--- config.mk ---
export PLATFORM = sky130hd
export DESIGN_NAME = fetch_unit
export DESIGN_NICKNAME = d
export VERILOG_FILES = /design/src/rtl/fetch_pkg.sv /design/src/rtl/sync_fifo.sv /design/src/rtl/fetch_unit.sv
export SDC_FILE = /design/constraint.sdc
export NUM_CORES = 1
export LEC_CHECK = 0
export CORE_UTILIZATION = 51
export DETAILED_ROUTE_END_ITERATION = 10
export HOLD_SLACK_MARGIN = 0.06
export PLACE_DENSITY = 0.76
export SLEW_MARGIN = 20
export SYNTH_ARGS = -nofsm -noshare
export SYNTH_HDL_FRONTEND = slang
export SYNTH_SLANG_ARGS = --single-unit
--- constraint.sdc ---
create_clock -name clk -period 6.7 [get_ports clk]
set_clock_uncertainty 0.15 [all_clocks]
set_input_delay 1.34 -clock clk [delete_from_list [all_inputs] [get_ports clk]]
set_output_delay 1.34 -clock clk [all_outputs]
set_load 0.005 [all_outputs]
--- src/rtl/fetch_pkg.sv ---
// Shared types and constants for the instruction-fetch front end.
package fetch_pkg;

    typedef enum logic [1:0] {
        FS_IDLE  = 2'd0,
        FS_RUN   = 2'd1,
        FS_DRAIN = 2'd2
    } fetch_state_e;

    localparam logic [31:0] INSTR_NOP = 32'h0000_0013;
    localparam int unsigned PC_STEP   = 4;

endpackage

--- src/rtl/sync_fifo.sv ---
// Synchronous FIFO with flush; DEPTH must be a power of two.
// A push on a full queue is accepted when a pop happens in the same cycle.
module sync_fifo #(
    parameter int unsigned WIDTH = 32,
    parameter int unsigned DEPTH = 4
) (
    input  logic                     clk,
    input  logic                     rst,
    input  logic                     flush,
    input  logic                     push,
    input  logic [WIDTH-1:0]         push_data,
    input  logic                     pop,
    output logic [WIDTH-1:0]         pop_data,
    output logic                     full,
    output logic                     empty,
    output logic [$clog2(DEPTH):0]   count
);

    localparam int unsigned AW = $clog2(DEPTH);

    logic [WIDTH-1:0] mem_q [DEPTH];
    logic [AW-1:0]    rd_ptr_q, rd_ptr_d;
    logic [AW-1:0]    wr_ptr_q, wr_ptr_d;
    logic [AW:0]      count_q, count_d;
    logic             do_push, do_pop;

    always_comb begin
        empty   = (count_q == '0);
        full    = (count_q == (AW+1)'(DEPTH));
        do_pop  = pop && !empty && !flush;
        do_push = push && (!full || do_pop) && !flush;

        rd_ptr_d = rd_ptr_q + AW'(do_pop);
        wr_ptr_d = wr_ptr_q + AW'(do_push);
        count_d  = count_q + (AW+1)'(do_push) - (AW+1)'(do_pop);
        if (flush) begin
            rd_ptr_d = '0;
            wr_ptr_d = '0;
            count_d  = '0;
        end
    end

    always_ff @(posedge clk or posedge rst) begin
        if (rst) begin
            rd_ptr_q <= '0;
            wr_ptr_q <= '0;
            count_q  <= '0;
        end else begin
            rd_ptr_q <= rd_ptr_d;
            wr_ptr_q <= wr_ptr_d;
            count_q  <= count_d;
        end
    end

    always_ff @(posedge clk) begin
        if (do_push) begin
            mem_q[wr_ptr_q] <= push_data;
        end
    end

    assign pop_data = mem_q[rd_ptr_q];
    assign count    = count_q;

endmodule

--- src/rtl/fetch_unit.sv ---
// Instruction-fetch front end: credit-limited requests, in-order responses,
// redirect flush with in-flight drain. Optional same-cycle bypass: FETCH_BYPASS_EN.
module fetch_unit
    import fetch_pkg::*;
#(
    parameter int unsigned           DATA_WIDTH = 32,
    parameter int unsigned           ADDR_WIDTH = 32,
    parameter int unsigned           FIFO_DEPTH = 4,
    parameter logic [ADDR_WIDTH-1:0] RESET_PC   = '0
) (
    input  logic                  clk,
    input  logic                  rst,
    input  logic                  redirect_valid,
    input  logic [ADDR_WIDTH-1:0] redirect_pc,
    output logic                  imem_req_valid,
    input  logic                  imem_req_ready,
    output logic [ADDR_WIDTH-1:0] imem_req_addr,
    input  logic                  imem_resp_valid,
    input  logic [DATA_WIDTH-1:0] imem_resp_data,
    output logic                  instr_valid,
    input  logic                  instr_ready,
    output logic [DATA_WIDTH-1:0] instr,
    output logic [ADDR_WIDTH-1:0] instr_pc,
    output logic [ADDR_WIDTH-1:0] pcplus4
);

    localparam int unsigned CW        = $clog2(FIFO_DEPTH) + 1;
    localparam int unsigned OW        = DATA_WIDTH + ADDR_WIDTH;
    localparam logic [CW:0] DEPTH_LIM = (CW+1)'(FIFO_DEPTH);

`ifdef FETCH_BYPASS_EN
    localparam bit BYPASS = 1'b1;
`else
    localparam bit BYPASS = 1'b0;
`endif

    fetch_state_e          state_q, state_d;
    logic [ADDR_WIDTH-1:0] fetch_pc_q, fetch_pc_d;
    logic [CW-1:0]         inflight_q, inflight_d;
    logic [CW-1:0]         drop_cnt_q, drop_cnt_d;

    logic                  rq_push, rq_pop, rq_full, rq_empty;
    logic [CW-1:0]         rq_count;
    logic [ADDR_WIDTH-1:0] rq_head;

    logic                  oq_push, oq_pop, oq_flush, oq_full, oq_empty;
    logic [CW-1:0]         oq_count;
    logic [OW-1:0]         oq_head, oq_wdata;

    logic                  resp, accept, credit, bypass;
    logic [ADDR_WIDTH-1:0] head_pc;
    logic [DATA_WIDTH-1:0] head_data;
    logic                  unused_ok;

    sync_fifo #(.WIDTH(ADDR_WIDTH), .DEPTH(FIFO_DEPTH)) u_req_q (
        .clk(clk), .rst(rst), .flush(1'b0),
        .push(rq_push), .push_data(fetch_pc_q),
        .pop(rq_pop), .pop_data(rq_head),
        .full(rq_full), .empty(rq_empty), .count(rq_count)
    );

    sync_fifo #(.WIDTH(OW), .DEPTH(FIFO_DEPTH)) u_out_q (
        .clk(clk), .rst(rst), .flush(oq_flush),
        .push(oq_push), .push_data(oq_wdata),
        .pop(oq_pop), .pop_data(oq_head),
        .full(oq_full), .empty(oq_empty), .count(oq_count)
    );

    always_comb begin
        resp   = imem_resp_valid && (inflight_q != '0);
        credit = ({1'b0, inflight_q} + {1'b0, oq_count}) < DEPTH_LIM;
        bypass = BYPASS && (state_q == FS_RUN) && !redirect_valid && resp && oq_empty;

        state_d        = state_q;
        fetch_pc_d     = fetch_pc_q;
        drop_cnt_d     = drop_cnt_q;
        imem_req_valid = 1'b0;
        oq_push        = 1'b0;
        oq_flush       = 1'b0;
        rq_pop         = resp;
        oq_wdata       = {rq_head, imem_resp_data};
        oq_pop         = !oq_empty && instr_ready && !redirect_valid;

        case (state_q)
            FS_IDLE: state_d = FS_RUN;
            FS_RUN, FS_DRAIN: begin
                // Every outstanding response, including one arriving now, is dropped.
                if (redirect_valid) begin
                    oq_flush   = 1'b1;
                    fetch_pc_d = {redirect_pc[ADDR_WIDTH-1:2], 2'b00};
                    drop_cnt_d = inflight_q - CW'(resp);
                    state_d    = (drop_cnt_d != '0) ? FS_DRAIN : FS_RUN;
                end else if (state_q == FS_RUN) begin
                    imem_req_valid = credit;
                    oq_push        = resp && !(bypass && instr_ready);
                end else if (resp) begin
                    drop_cnt_d = drop_cnt_q - CW'(1);
                    if (drop_cnt_q == CW'(1)) begin
                        state_d = FS_RUN;
                    end
                end
            end
            default: state_d = FS_IDLE;
        endcase

        accept  = imem_req_valid && imem_req_ready;
        rq_push = accept;
        if (accept) begin
            fetch_pc_d = fetch_pc_q + ADDR_WIDTH'(PC_STEP);
        end
        inflight_d = inflight_q + CW'(accept) - CW'(resp);
    end

    always_comb begin
        head_pc     = oq_head[OW-1:DATA_WIDTH];
        head_data   = oq_head[DATA_WIDTH-1:0];
        instr_valid = !oq_empty;
        if (bypass) begin
            head_pc     = rq_head;
            head_data   = imem_resp_data;
            instr_valid = 1'b1;
        end
        instr    = instr_valid ? head_data : DATA_WIDTH'(INSTR_NOP);
        instr_pc = instr_valid ? head_pc : '0;
        pcplus4  = instr_valid ? head_pc + ADDR_WIDTH'(PC_STEP) : '0;
    end

    always_ff @(posedge clk or posedge rst) begin
        if (rst) begin
            state_q    <= FS_IDLE;
            fetch_pc_q <= RESET_PC;
            inflight_q <= '0;
            drop_cnt_q <= '0;
        end else begin
            state_q    <= state_d;
            fetch_pc_q <= fetch_pc_d;
            inflight_q <= inflight_d;
            drop_cnt_q <= drop_cnt_d;
        end
    end

    assign imem_req_addr = fetch_pc_q;
    assign unused_ok     = ^{rq_full, rq_empty, rq_count, oq_full, redirect_pc[1:0]};

endmodule

### Word level (Yosys, flattened, before mapping)

Memory sizes are Yosys's and may differ from the RTL's.
Index checks and enable logic that the tools add are counted.
W data, S select, Z words.

| word-level totals | value |
|---|---|
| register bits | 54 |
| memory bits (writable) | 384 |
| input bits | 70 |
| output and inout port bits | 130 |
| logic and storage cells | 97 |
| memories | 2 |

Memories:

| memory | words | bits a word | read ports | clocked after Yosys merged registers in | wr ports | line | source |
|---|---|---|---|---|---|---|---|
| u_out_q.mem_q | 4 | 64 | 1 | 0 | 1 | sync_fifo.sv:21 | `logic [WIDTH-1:0] mem_q [DEPTH];` |
| u_req_q.mem_q | 4 | 32 | 1 | 0 | 1 | sync_fifo.sv:21 |  |

| cells by class | value |
|---|---|
| add/sub/neg operators | 15 |
| order comparisons | 1 |
| equal/unequal tests | 9 |
| multiplexer cells | 30 |
| reduce and logical (&&, ||, !) cells | 30 |

Operators by type and width:

| cell | count |
|---|---|
| $mux W32 | 6 |
| $add A32 B3 Y32 const B | 2 |
| $mux W2 | 7 |
| $mux W1 | 12 |
| $mux W3 | 4 |
| $sub A3 B1 Y3 | 4 |
| $logic_and A1 B1 Y1 | 10 |
| $add A3 B1 Y3 | 3 |
| $add A2 B1 Y2 | 4 |
| $eq A3 B3 Y1 const B | 2 |
| $logic_not A1 Y1 | 6 |
| $logic_not A3 Y1 | 2 |
| $ne A3 B3 Y1 const B | 2 |
| $reduce_and A3 Y1 | 2 |
| $reduce_bool A2 Y1 | 3 |
| $reduce_bool A3 Y1 | 2 |
| $add A3 B3 Y4 | 1 |
| $lt A4 B3 Y1 const B | 1 |
| $pmux W2 S2 | 1 |
| $eq A3 B1 Y1 const B | 1 |
| $ne A3 B2 Y1 const B | 1 |
| $sub A3 B1 Y3 const B | 1 |
| $eq A2 B1 Y1 const B | 1 |
| $eq A2 B2 Y1 const B | 1 |
| 5 further kinds | 6 |

### Longest topological paths before layout

Gate-level depths: netlist of the first run.

| logic depth | value |
|---|---|
| depth in word-level cells | 12 |
| gate-level depth with buffers | 12 |
| depth with buffers taken out | 11 |

### Hierarchy

Synthesis of the first run repeated with hierarchy kept, for this count alone.

| second synthesis, totals | value |
|---|---|
| cells, all modules | 1030 |
| area, all modules | 18277.5 um^2 |

By module, submodules not included:

| module | times used | cells each | area an instance (um^2) | seq. area each (um^2) |
|---|---|---|---|---|
| sync_fifo at u_out_q | 1 | 372 | 9728.1 | 7862.5 |
| sync_fifo at u_req_q | 1 | 206 | 5091.1 | 4018.9 |
| fetch_unit | 1 | 452 | 3458.3 | 950.9 |

### Least setup slack after synthesis of the first run

OpenSTA, ideal clock, no wires.

| timing | value |
|---|---|
| kind | input -> register |
| start point | input port redirect_valid |
| end point | memory u_out_q.mem_q[0][0] (netlist bit), enable pin |
| library setup time | 0.572 ns |
| arrival time | 6.610 ns |
| data required time | 5.978 ns |
| slack | -0.632 ns |
| cell stages on the path | 3 |
| path buffers | 0 |
| path through | and3b_1 nor3b_1 nor3b_1 |

| between the ends | value |
|---|---|
| longest elaborated chain between the ends | 9 |
| elaborated cells on any way between the ends | 14 |
| those cells by class | 6 x mux; 8 x reduce/logical |

Ends and longest elaborated chain:

| what | line | source |
|---|---|---|
| start, declared | fetch_unit.sv:13 | `input logic redirect_valid,` |
| $mux W1 / $logic_not A1 Y1 (equally long branches) | fetch_unit.sv:88, fetch_unit.sv:82 |  |
| $mux W1 / $logic_and A1 B1 Y1 (equally long branches) | fetch_unit.sv:84, fetch_unit.sv:82 |  |
| $logic_not A1 Y1 / $logic_and A1 B1 Y1 (equally long branches) | sync_fifo.sv:30, sync_fifo.sv:31 |  |
| $logic_and A1 B1 Y1 | sync_fifo.sv:30 | `do_pop = pop && !empty && !flush;` |
| $logic_or A1 B1 Y1 | sync_fifo.sv:31 | `do_push = push && (!full \|\| do_pop) && !flush;` |
| $logic_and A1 B1 Y1 | sync_fifo.sv:31 |  |
| $logic_and A1 B1 Y1 (*) | sync_fifo.sv:31 |  |
| $mux W1 (*) | sync_fifo.sv:56 | `if (do_push) begin` |
| $mux W1 (implied by the code) (*) | sync_fifo.sv:57 | `mem_q[wr_ptr_q] <= push_data;` |
| end, declared | sync_fifo.sv:21 |  |

Mark *: on every way between the ends. The rest lies on a longest branch, timed or not.

### Final worst setup path of the first run

| timing | value |
|---|---|
| start point | register u_out_q.rd_ptr_q[1] |
| end point | output port pcplus4[30] |

| between the ends | value |
|---|---|
| longest elaborated chain between the ends | 3 |

Ends and longest elaborated chain:

| what | line | source |
|---|---|---|
| start, declared | sync_fifo.sv:22 | `logic [AW-1:0] rd_ptr_q, rd_ptr_d;` |
| start signal, assigned | sync_fifo.sv:49 | `rd_ptr_q <= rd_ptr_d;` |
| $mem_v2 Z4 W64 | - |  |
| $add A32 B3 Y32 | fetch_unit.sv:125 | `pcplus4 = instr_valid ? head_pc + ADDR_WIDTH'(PC_STEP) : '0;` |
| $mux W32 | fetch_unit.sv:125 |  |
| end, declared | fetch_unit.sv:24 | `output logic [ADDR_WIDTH-1:0] pcplus4` |

Every way passes these cells.

==> metrics.md, run 1 <==
| Metric | Value |
|---|---|
| Outcome | `complete, no violations` |
| DIE WIDTH | `188.0 um` |
| Slew @ Worst Pin | `around 1.1 ns` |
| GR Overflow Total | `0` |
| Period minus WS final | `5.923 ns` |
| Antenna Diode Count | `0` |
| Type of the most critical hold path | `flip-flop to flip-flop` |
| Endpoint class of the critical path | `output pin` |
| Layout Nets | `~1300` |
| Die area | `about 0.035 mm^2` |
| Cells resized by post-CTS repair | `0` |
| Post-route ant nets | `0` |
| Final number of hold-violating endpoints | `0` |
| Area of the multi-input gates | `between 0.004 and 0.005 mm^2` |
| Core region area | `about 0.034 mm^2` |
| Worst Path Class, Setup | `flip-flop to output pin` |
| Total track usage | `21.45%` |
| Initial antenna violation count | `0` |
| Final Max Tran Viols | `0` |
| WL final | `37.34 mm` |
| Number of global-route vias before repair | `10300` |
| FF+latch count, synth | `between 400 and 500` |
| Metal2 WL | `roughly 17 mm` |
| Htree depth | `2` |
| Die Ht | `188.0 um` |
| Number of flops mapped to enable cells by yosys | `~370` |
| Synthesized area per cell | `between 15 and 20 um^2` |
| Root buffer cell | `clkbuf_16` |
| Share of layout cells above drive strength 1 | `~15%` |
| Total of max-cap violations | `0` |
| Synth Warn # | `0` |
| Setup TNS | `0 ns` |
| Worst skew pair latency | `approximately 0.53 ns` |
| Asr flop ratio synth | `12.38%` |
| First-pass GRT wire length | `58.22 mm` |
| Pwr Density | `between 400 and 500 mW/mm^2` |
| Mapped Cells | `1027` |
| Critical Path Start Type | `flip-flop` |
| RSZ-0062 raised after global routing | `no` |
| CTS tree | `built` |
| Clock transition at path regs | `about 0.06 ns` |
| Area Growth Syn to Fin | `21.48%` |
| Critical Path RT | `~5.2 ns` |
| Largest net degree at the start of global routing | `53` |
| Final HPWL DP | `approximately 24 mm` |
| Reg2reg setup slack | `3.03 ns` |
| CTS buffer count | `43` |
| DR pass1 iterations | `5` |
| Peak VDD IR | `0.0002166 V` |
| Global placer's final weighted congestion | `~0.86` |
| IO Count | `200` |
| Initial core utilization | `between 50% and 60%` |
| Clock Tree Buf Depth | `3` |
| Fillcell total | `2367` |
| Final cycle utilization of the critical path | `about nine tenths` |
| Hold_ws | `~0.33 ns` |
| Setup violations, final | `0` |
| 1st-iter DRT viols | `between 700 and 800` |
| Pwr Total | `a little over 0.009 W` |
| DRC | `0` |
| Met3 wire len | `3.003 mm` |
| Slew HR | `27.53%` |
| Final core occ | `~63%` |
| Sequential share of the synthesized area | `70.04%` |
| TritonCTS Sinks | `420` |
| Critical Path Fanout Max | `37` |
| Ys flop type | `edfxtp_1` |
| IO Port Bufs | `between 150 and 200` |
| Pleak | `a little over 7 nW` |
| Placement row count | `67` |
| Vias | `between 10000 and 15000` |
| Max Used Layer | `met4` |
| CP Data Arrival Time | `4.43 ns` |
| Reg area | `around 0.012 mm^2` |
| Post-CTS Setup Inserts | `0` |
| Cell Area, Synth | `approximately 0.018 mm^2` |
| Hold_buf cts | `0` |
| Routed len/inst | `around 22 um` |
| Vias per std cell | `5.846` |
| Fmax | `roughly 0.17 GHz` |
| Met1 WL | `around 16 mm` |
| Synth cell types | `between 50 and 60` |
## path summary, 6_finish.rpt
kind / to / from / cells past startpoint
max: pcplus4[30] / u_out_q.rd_ptr_q[1]$_DFF_PP0_ / 7
min: drop_cnt_q[1]$_DFFE_PP0P_ / drop_cnt_q[1]$_DFFE_PP0P_ / 2
max reg2reg: u_req_q.mem_q[0][27]$_DFFE_PP_ / inflight_q[2]$_DFF_PP0_ / 7
min reg2reg: drop_cnt_q[1]$_DFFE_PP0P_ / drop_cnt_q[1]$_DFFE_PP0P_ / 2
max in group asynchronous: u_out_q.rd_ptr_q[0]$_DFF_PP0_ / rst / 3
min in group asynchronous: imem_req_addr[27]$_DFFE_PP0P_ / rst / 3
## registers in the layout (all words and copies together), names as in the netlist
signal and flops:
drop_cnt_q 3, imem_req_addr 30, inflight_q 3, state_q 2, u_out_q.count 3, u_out_q.mem_q 248, u_out_q.rd_ptr_q 2, u_out_q.wr_ptr_q 2
u_req_q.count 3, u_req_q.mem_q 120, u_req_q.rd_ptr_q 2, u_req_q.wr_ptr_q 2
## metal layers
layer | GRT usage [%] | vias up
li1 | - | 4480
met1 | 30.59 | 5094
met2 | 33.96 | 423
met3 | 4.061 | 64
met4 | 6.223 | 0
met5 | 0 | -
## stage by stage
| step | setup WS, ns | area [um^2] | std cells |
|---|---|---|---|
| floorplan | 1.243 | 17660 | 1032 |
| global placement | 1.360 | 20080 | 1642 |
| detailed placement | 1.291 | 20080 | 1642 |
| CTS | 0.7442 | 21420 | 1721 |
| global route | 0.5626 | 21420 | 1721 |
| finish | 0.7767 | 21420 | 1721 |
## cell families (layout without fill, tap and decap cells)
logic type      after synthesis  in the layout  synth area share, %
xor+xnor                     20             20               0.9933
buf+inv                      79            320                2.079
simple gates                286            286                8.946
fa+ha+maj                    24             24                1.830
compound gates               92             92                3.342
mux                         105            105                12.75
other cells                   1              6              0.02126
flops                       420            420                70.04
## synth_stat cells, types with 12 or more instances
cell type,n,area (um^2)
a21oi_1,22,110.1
and2_1,63,394.1
clkbuf_1,23,86.33
dfrtp_1,52,1301
edfxtp_1,368,11050
ha_1,21,262.8
inv_1,28,105.1
mux4_2,82,1847
nand2_1,45,168.9
nand3_1,23,115.1
nand4_1,12,75.07
nor2_1,55,206.5
nor3_1,15,75.07
o21ai_0,25,125.1
or3_1,12,75.07
## placed cells by master, fill, tap and decap left out, drive strengths merged, types with 25 or more instances in the layout
master           n
edfxtp         368
clkdlybuf4s50  191
mux4            92
and2            63
nor2            55
clkbuf          55
dfrtp           52
nand2           45
inv             28
o21ai           25
## critical path, cell delays in order, from the launching register on
cell             delay (ns)
dfrtp_2                0.97
buf_4                  0.37
mux4_2                 0.31
nand4_2                0.14
or4_1                  0.75
or4_1                  0.58
a21oi_1                0.21
clkdlybuf4s50_1        0.57
## final cells by class
cell class	count	area share [%]
clock buffer	55	5.525
clock inverter	24	0.7417
inverter	29	0.5081
multi-input combinational	533	23.20
sequential	420	57.69
tap	448	2.616
timing repair buffer	212	9.718
## power by group
part           switching (W)  internal (W)  total [W]
Clock               0.000943       0.00132    0.00226
Combinational        0.00141       0.00170    0.00311
Sequential          0.000481       0.00330    0.00378
(Power assumes the default switching activity.)
==> run 2: changes to the inputs <==
CAP_MARGIN = 20   (was default)
==> results of run 2 <==
The final DEF is identical to that of run 1; final timing and power are the same.
==> run 3: changes to the inputs <==
CORE_ASPECT_RATIO = 2   (was default)
==> metrics.md, run 3 (synthesis results as in run 1) <==
| Metric | Value |
|---|---|
| Sw frac | `between 30% and 40%` |
| Cell-internal power | `0.006166 W` |
| IO Count | `200` |
| DRC | `0` |
| Peak VDD IR | `0.0003208 V` |
| Critical Path Start Type | `flip-flop` |
| Endpoint class of the critical path | `output pin` |
| Worst Path Class, Setup | `flip-flop to output pin` |
| Slew @ Worst Pin | `roughly 1.0 ns` |
| Root buffer cell | `clkbuf_16` |
| Period minus WS final | `5.950 ns` |
| CTS buffer count | `36` |
| Clock Tree Buf Depth | `3` |
| Reg area | `about 0.012 mm^2` |
| First-pass GRT wire length | `between 50 and 60 mm` |
| Metal2 WL | `20.76 mm` |
| Placement row count | `96` |
| Fmax | `roughly 0.17 GHz` |
| Final std cells w/o fill | `1700` |
| Hold_ws | `~0.34 ns` |
| Final Max Tran Viols | `0` |
| Place WS | `around 1.3 ns` |
| Setup violations, final | `0` |
| Type of the most critical hold path | `flip-flop to flip-flop` |
| Critical Path Fanout Max | `36` |
| Dpl cells | `between 1500 and 2000` |
| CTS tree | `built` |
| Vias per std cell | `5.782` |
| Setup TNS | `0 ns` |
| CP Data Arrival Time | `around 4.5 ns` |
| Power share of the combinational group | `34.6%` |
| Post-route ant nets | `0` |
| Largest net degree at the start of global routing | `53` |
| Share of layout cells above drive strength 1 | `15.09%` |
| Total track usage | `between 20% and 30%` |
| Antenna Diode Count | `0` |
| Sequential share of power | `42.1%` |
| Htree depth | `2` |
| Final number of hold-violating endpoints | `0` |
| Pwr Density | `419.5 mW/mm^2` |
| Total of max-cap violations | `0` |
| Layout Nets | `about 1300` |
| Outcome | `complete, no violations` |
| IO Port Bufs | `around 190` |
| Clock share of power | `23.3%` |
| Cells resized by post-CTS repair | `0` |
| Met3 wire len | `about 1.8 mm` |
| Met1 WL | `13.57 mm` |
| RSZ-0062 raised after global routing | `no` |
| Area Growth Syn to Fin | `20.65%` |
| Clock transition at path regs | `around 0.07 ns` |
| GR Overflow Total | `0` |
| Most common cell after layout, fill and taps aside | `edfxtp_1` |
| Worst skew pair latency | `0.54 ns` |
| Global placer's final weighted congestion | `between 0.8 and 0.9` |
| Number of global-route vias before repair | `~10000` |
| DR pass1 iterations | `5` |
| Die Ht | `between 200 and 300 um` |
| DIE WIDTH | `133.5 um` |
| Die area | `roughly 0.035 mm^2` |
| Initial antenna violation count | `0` |
| WL final | `about 37 mm` |
| Area of the multi-input gates | `0.004975 mm^2` |
| Critical Path RT | `between 5 and 6 ns` |
| Initial core utilization | `around half` |
| Final worst setup slack | `0.7497 ns` |
| Cell Area, Placed | `0.02010 mm^2` |
| TritonCTS Sinks | `between 400 and 500` |
| Commonest cells after routing, fill and taps aside | `edfxtp_1 (368), clkdlybuf4s50_1 (191), mux4_2 (82), and2_1 (63), nor2_1 (53)` |
| Psw | `~0.0028 W` |
| Routed len/inst | `21.81 um` |
| Pleak | `~7.0 nW` |
| Hold_buf cts | `0` |
| Post-route cell area | `between 0.02 and 0.025 mm^2` |
| Vias | `9830` |
| Core region area | `around 0.034 mm^2` |
| Max Used Layer | `met4` |
| Max reg flops | `248` |
| Final HPWL DP | `about 25 mm` |
| 1st-iter DRT viols | `between 600 and 700` |
| Final cycle utilization of the critical path | `between 80 and 90%` |
| Fillcell total | `about 2400` |
| Slew HR | `between 30 and 40%` |
| Largest Register | `u_out_q.mem_q` |
| Post-CTS Setup Inserts | `0` |
## run 3: final cells by class
cell class | instances | share of cell area, %
flip-flops and latches | 420 | 58.09
multi-input cells | 533 | 23.38
repair buffers | 214 | 9.914
clock buffers | 45 | 4.634
well taps | 441 | 2.593
clock inverters | 18 | 0.8762
inverters | 29 | 0.5116
## run 3: power by group through the flow
stage | registers (W) | logic [W] | clock network, W
global placement | 0.00379 | 0.00304 | 0
finish | 0.00376 | 0.00309 | 0.00208
detailed placement | 0.00382 | 0.00311 | 0
floorplan | 0.00356 | 0.00180 | 0
CTS | 0.00377 | 0.00313 | 0.00212
global route | 0.00382 | 0.00335 | 0.00221
## run 3: critical path: stages (launching register included)
cell             delay, ns
dfrtp_2               0.94
mux4_2                0.47
nand4_2               0.19
or4_1                 0.81
or4_1                 0.61
a21oi_1               0.28
clkdlybuf4s50_1       0.58
## run 3: final timing paths
path	to	cells past startpoint	slack [ns]	from
worst max-delay path	pcplus4[23]	6	0.75	u_out_q.rd_ptr_q[1]$_DFF_PP0_
worst min-delay path	drop_cnt_q[1]$_DFFE_PP0P_	2	0.34	drop_cnt_q[1]$_DFFE_PP0P_
worst max register to register	u_out_q.mem_q[3][7]$_DFFE_PP_	7	3.43	state_q[0]$_DFFE_PP0P_
worst min register to register	drop_cnt_q[1]$_DFFE_PP0P_	2	0.34	drop_cnt_q[1]$_DFFE_PP0P_
max in group asynchronous	u_req_q.rd_ptr_q[0]$_DFF_PP0_	3	4.66	rst
min in group asynchronous	imem_req_addr[26]$_DFFE_PP0P_	3	1.19	rst
## run 3: metrics by stage
| stage | utilization, % | total power, W |
|---|---|---|
| after global placement | 58.72 | 0.006830 |
| after global routing | 62.16 | 0.009379 |
| after detailed placement | 58.72 | 0.006931 |
| after floorplan | - | 0.005361 |
| final | 62.16 | 0.008927 |
| after CTS | 62.14 | 0.009017 |
## run 3: layer usage
layer / GRT usage, % / vias to the layer above
li1: - / 4456
met5: 0 / -
met1: 24.20 / 4999
met3: 2.716 / 58
met2: 40.58 / 317
met4: 7.647 / 0
==> RTL change (flow settings as in run 1) <==
Change the parameter `FIFO_DEPTH` from 4 to 8.
--- a/src/rtl/fetch_unit.sv
+++ b/src/rtl/fetch_unit.sv
@@ -6,5 +6,5 @@
     parameter int unsigned           DATA_WIDTH = 32,
     parameter int unsigned           ADDR_WIDTH = 32,
-    parameter int unsigned           FIFO_DEPTH = 4,
+    parameter int unsigned           FIFO_DEPTH = 8,
     parameter logic [ADDR_WIDTH-1:0] RESET_PC   = '0
 ) (
Formal check against the unedited RTL: no difference found for any inputs over 4 cycles, from zero or initial values and one cycle with rst high; that may be too few to reach the edited logic, so the function may still have changed.
==> RTL change against run 1 <==
Design area grew 78%; wire length grew 83%; setup slack lost 180 ps; sequential power grew 81%; area after synthesis grew 85%; final cell count grew 64%; highest routed layer is now met5; power grew 73%; sequential cell count grew 376.
==> RTL change: results <==
export IMPL_status="finished clean"
export IMPL_critPathTopFamily="buffers and inverters"
export IMPL_place_area_um2=35500
export IMPL_antenna_found_initial=2
export IMPL_wire_per_inst_um=24.2
export IMPL_synth_cell_type_count=68
export IMPL_largest_reg_flops=496
export IMPL_worstMarginPinSlew_ps=975
export IMPL_track_usage_pct=21.3
export IMPL_cts_path_max_buffers=3
export IMPL_cts_max_level=3
export IMPL_cp_slowest_cell="dfrtp_4"
export IMPL_drt_met1_wl_mm=28.6
export IMPL_period_needed_ps=6110
export IMPL_min_to="u_req_q.wr_ptr_q[0]"
export IMPL_clkLatencyLatePin_ps=620
export IMPL_ir_worst_vdd_v=0.000265
export IMPL_fillers=4422
export IMPL_top_layer="met5"
export IMPL_grt_pass1_wl_mm=102
export IMPL_ys_seq_area_share_pct=72.5
export IMPL_vias_per_cell=5.90
export IMPL_synth_area_leaders="edfxtp_1 68%, mux4_2 12%, dfrtp_1 4.6%, mux2i_1 1.7%, nor2_1 1.5%"
export IMPL_grt_pass1_vias=17200
export IMPL_nets=2023
export IMPL_slowest_delay_ps=740
export IMPL_p_leak_nw=12.3
export IMPL_whs_ps=360
export IMPL_p_int_mw=11.1
export IMPL_p_seq_share_pct=43.2
export IMPL_grt_max_degree=62
export IMPL_arrival_ps=4620
export IMPL_gp_congestion=0.846
export IMPL_drt_iter0_drc=1345
export IMPL_cts_made_buffers=78
export IMPL_r2r_end="u_req_q.mem_q[5][14]"
export IMPL_cp_endpoint="pcplus4[31]"
export IMPL_critical_path_startpoint="u_out_q.rd_ptr_q[0]"
export IMPL_reg2reg_depth=10
export IMPL_ys_top_cells_by_count="736 x edfxtp_1, 168 x mux4_2, 130 x nor2_1, 60 x dfrtp_1, 55 x mux2i_1"
export IMPL_wl_met3_mm=4.76
export IMPL_synth_async_reset_ratio_pct=7.54
export IMPL_powerComb_mw=4.68
export IMPL_hold_path_depth=1
export IMPL_r2r_slack_ps=2980
export IMPL_wl_met2_mm=33.5
export IMPL_holdCritStartpoint="u_req_q.wr_ptr_q[0]"
export IMPL_hpwl_mm=38.9
RTL change: cell types whose count changed in the layout (fill, tap and decap cells not counted), sizes merged, moves of 40 or more:
cell,before,now
mux2i,6,60
mux4,92,180
nor2,55,130
edfxtp,368,736
clkbuf,55,95
and2,63,21
RTL change: timing repair:
| item | in CTS | in global routing |
|---|---|---|
| setup buffers | 0 | 1 |
| resized for setup | 0 | 1 |
| endpoints found under the setup margin | 0 | 3 |
RTL change: area by class of cell:
type,instances,area [um^2],share of cell area (%)
Multi-Input combinational cell,768,8420,22.1
Tap cell,846,1060,2.78
Timing Repair Buffer,231,2280,5.99
Clock inverter,48,425,1.12
Clock buffer,95,2110,5.55
Sequential cell,796,23600,62.1
Inverter,37,139,0.365
RTL change: cell families after synthesis:
| family | Yosys count | synth area share (%) |
|---|---|---|
| xor gates and xnor gates | 16 | 0.431 |
| and+or+nand+nor | 311 | 4.93 |
| adders and majority gates | 41 | 1.65 |
| other | 1 | 0.0115 |
| AOI/OAI and AO/OA | 109 | 2.43 |
| buffers and inverters | 120 | 1.97 |
| DFF | 796 | 72.5 |
| muxes | 285 | 16.1 |
RTL change: metal layers:
metal	GRT usage, %	up-vias
li1	-	7249
met1	28.9	8625
met2	36.0	673
met3	3.78	95
met4	5.65	2
met5	0	-
RTL change: worst reg2reg max path, delay by kind of cell (launching register included):
| kind | cells | cell delay [ps] |
|---|---|---|
| AOI/OAI and AO/OA | 1 | 360 |
| adders and majority gates | 1 | 410 |
| buffers and inverters | 4 | 850 |
| DFF | 1 | 400 |
| and+or+nand+nor | 4 | 1230 |
RTL change: through the flow:
stage                     util (%)  total power, mW  std cells
after floorplan                  -             9.58       1684
after global routing          60.3             16.5       2821
final                         60.3             15.8       2821
after global placement        56.3             11.4       2677
after detailed placement      56.3             11.6       2677
after CTS                     60.3             15.9       2820
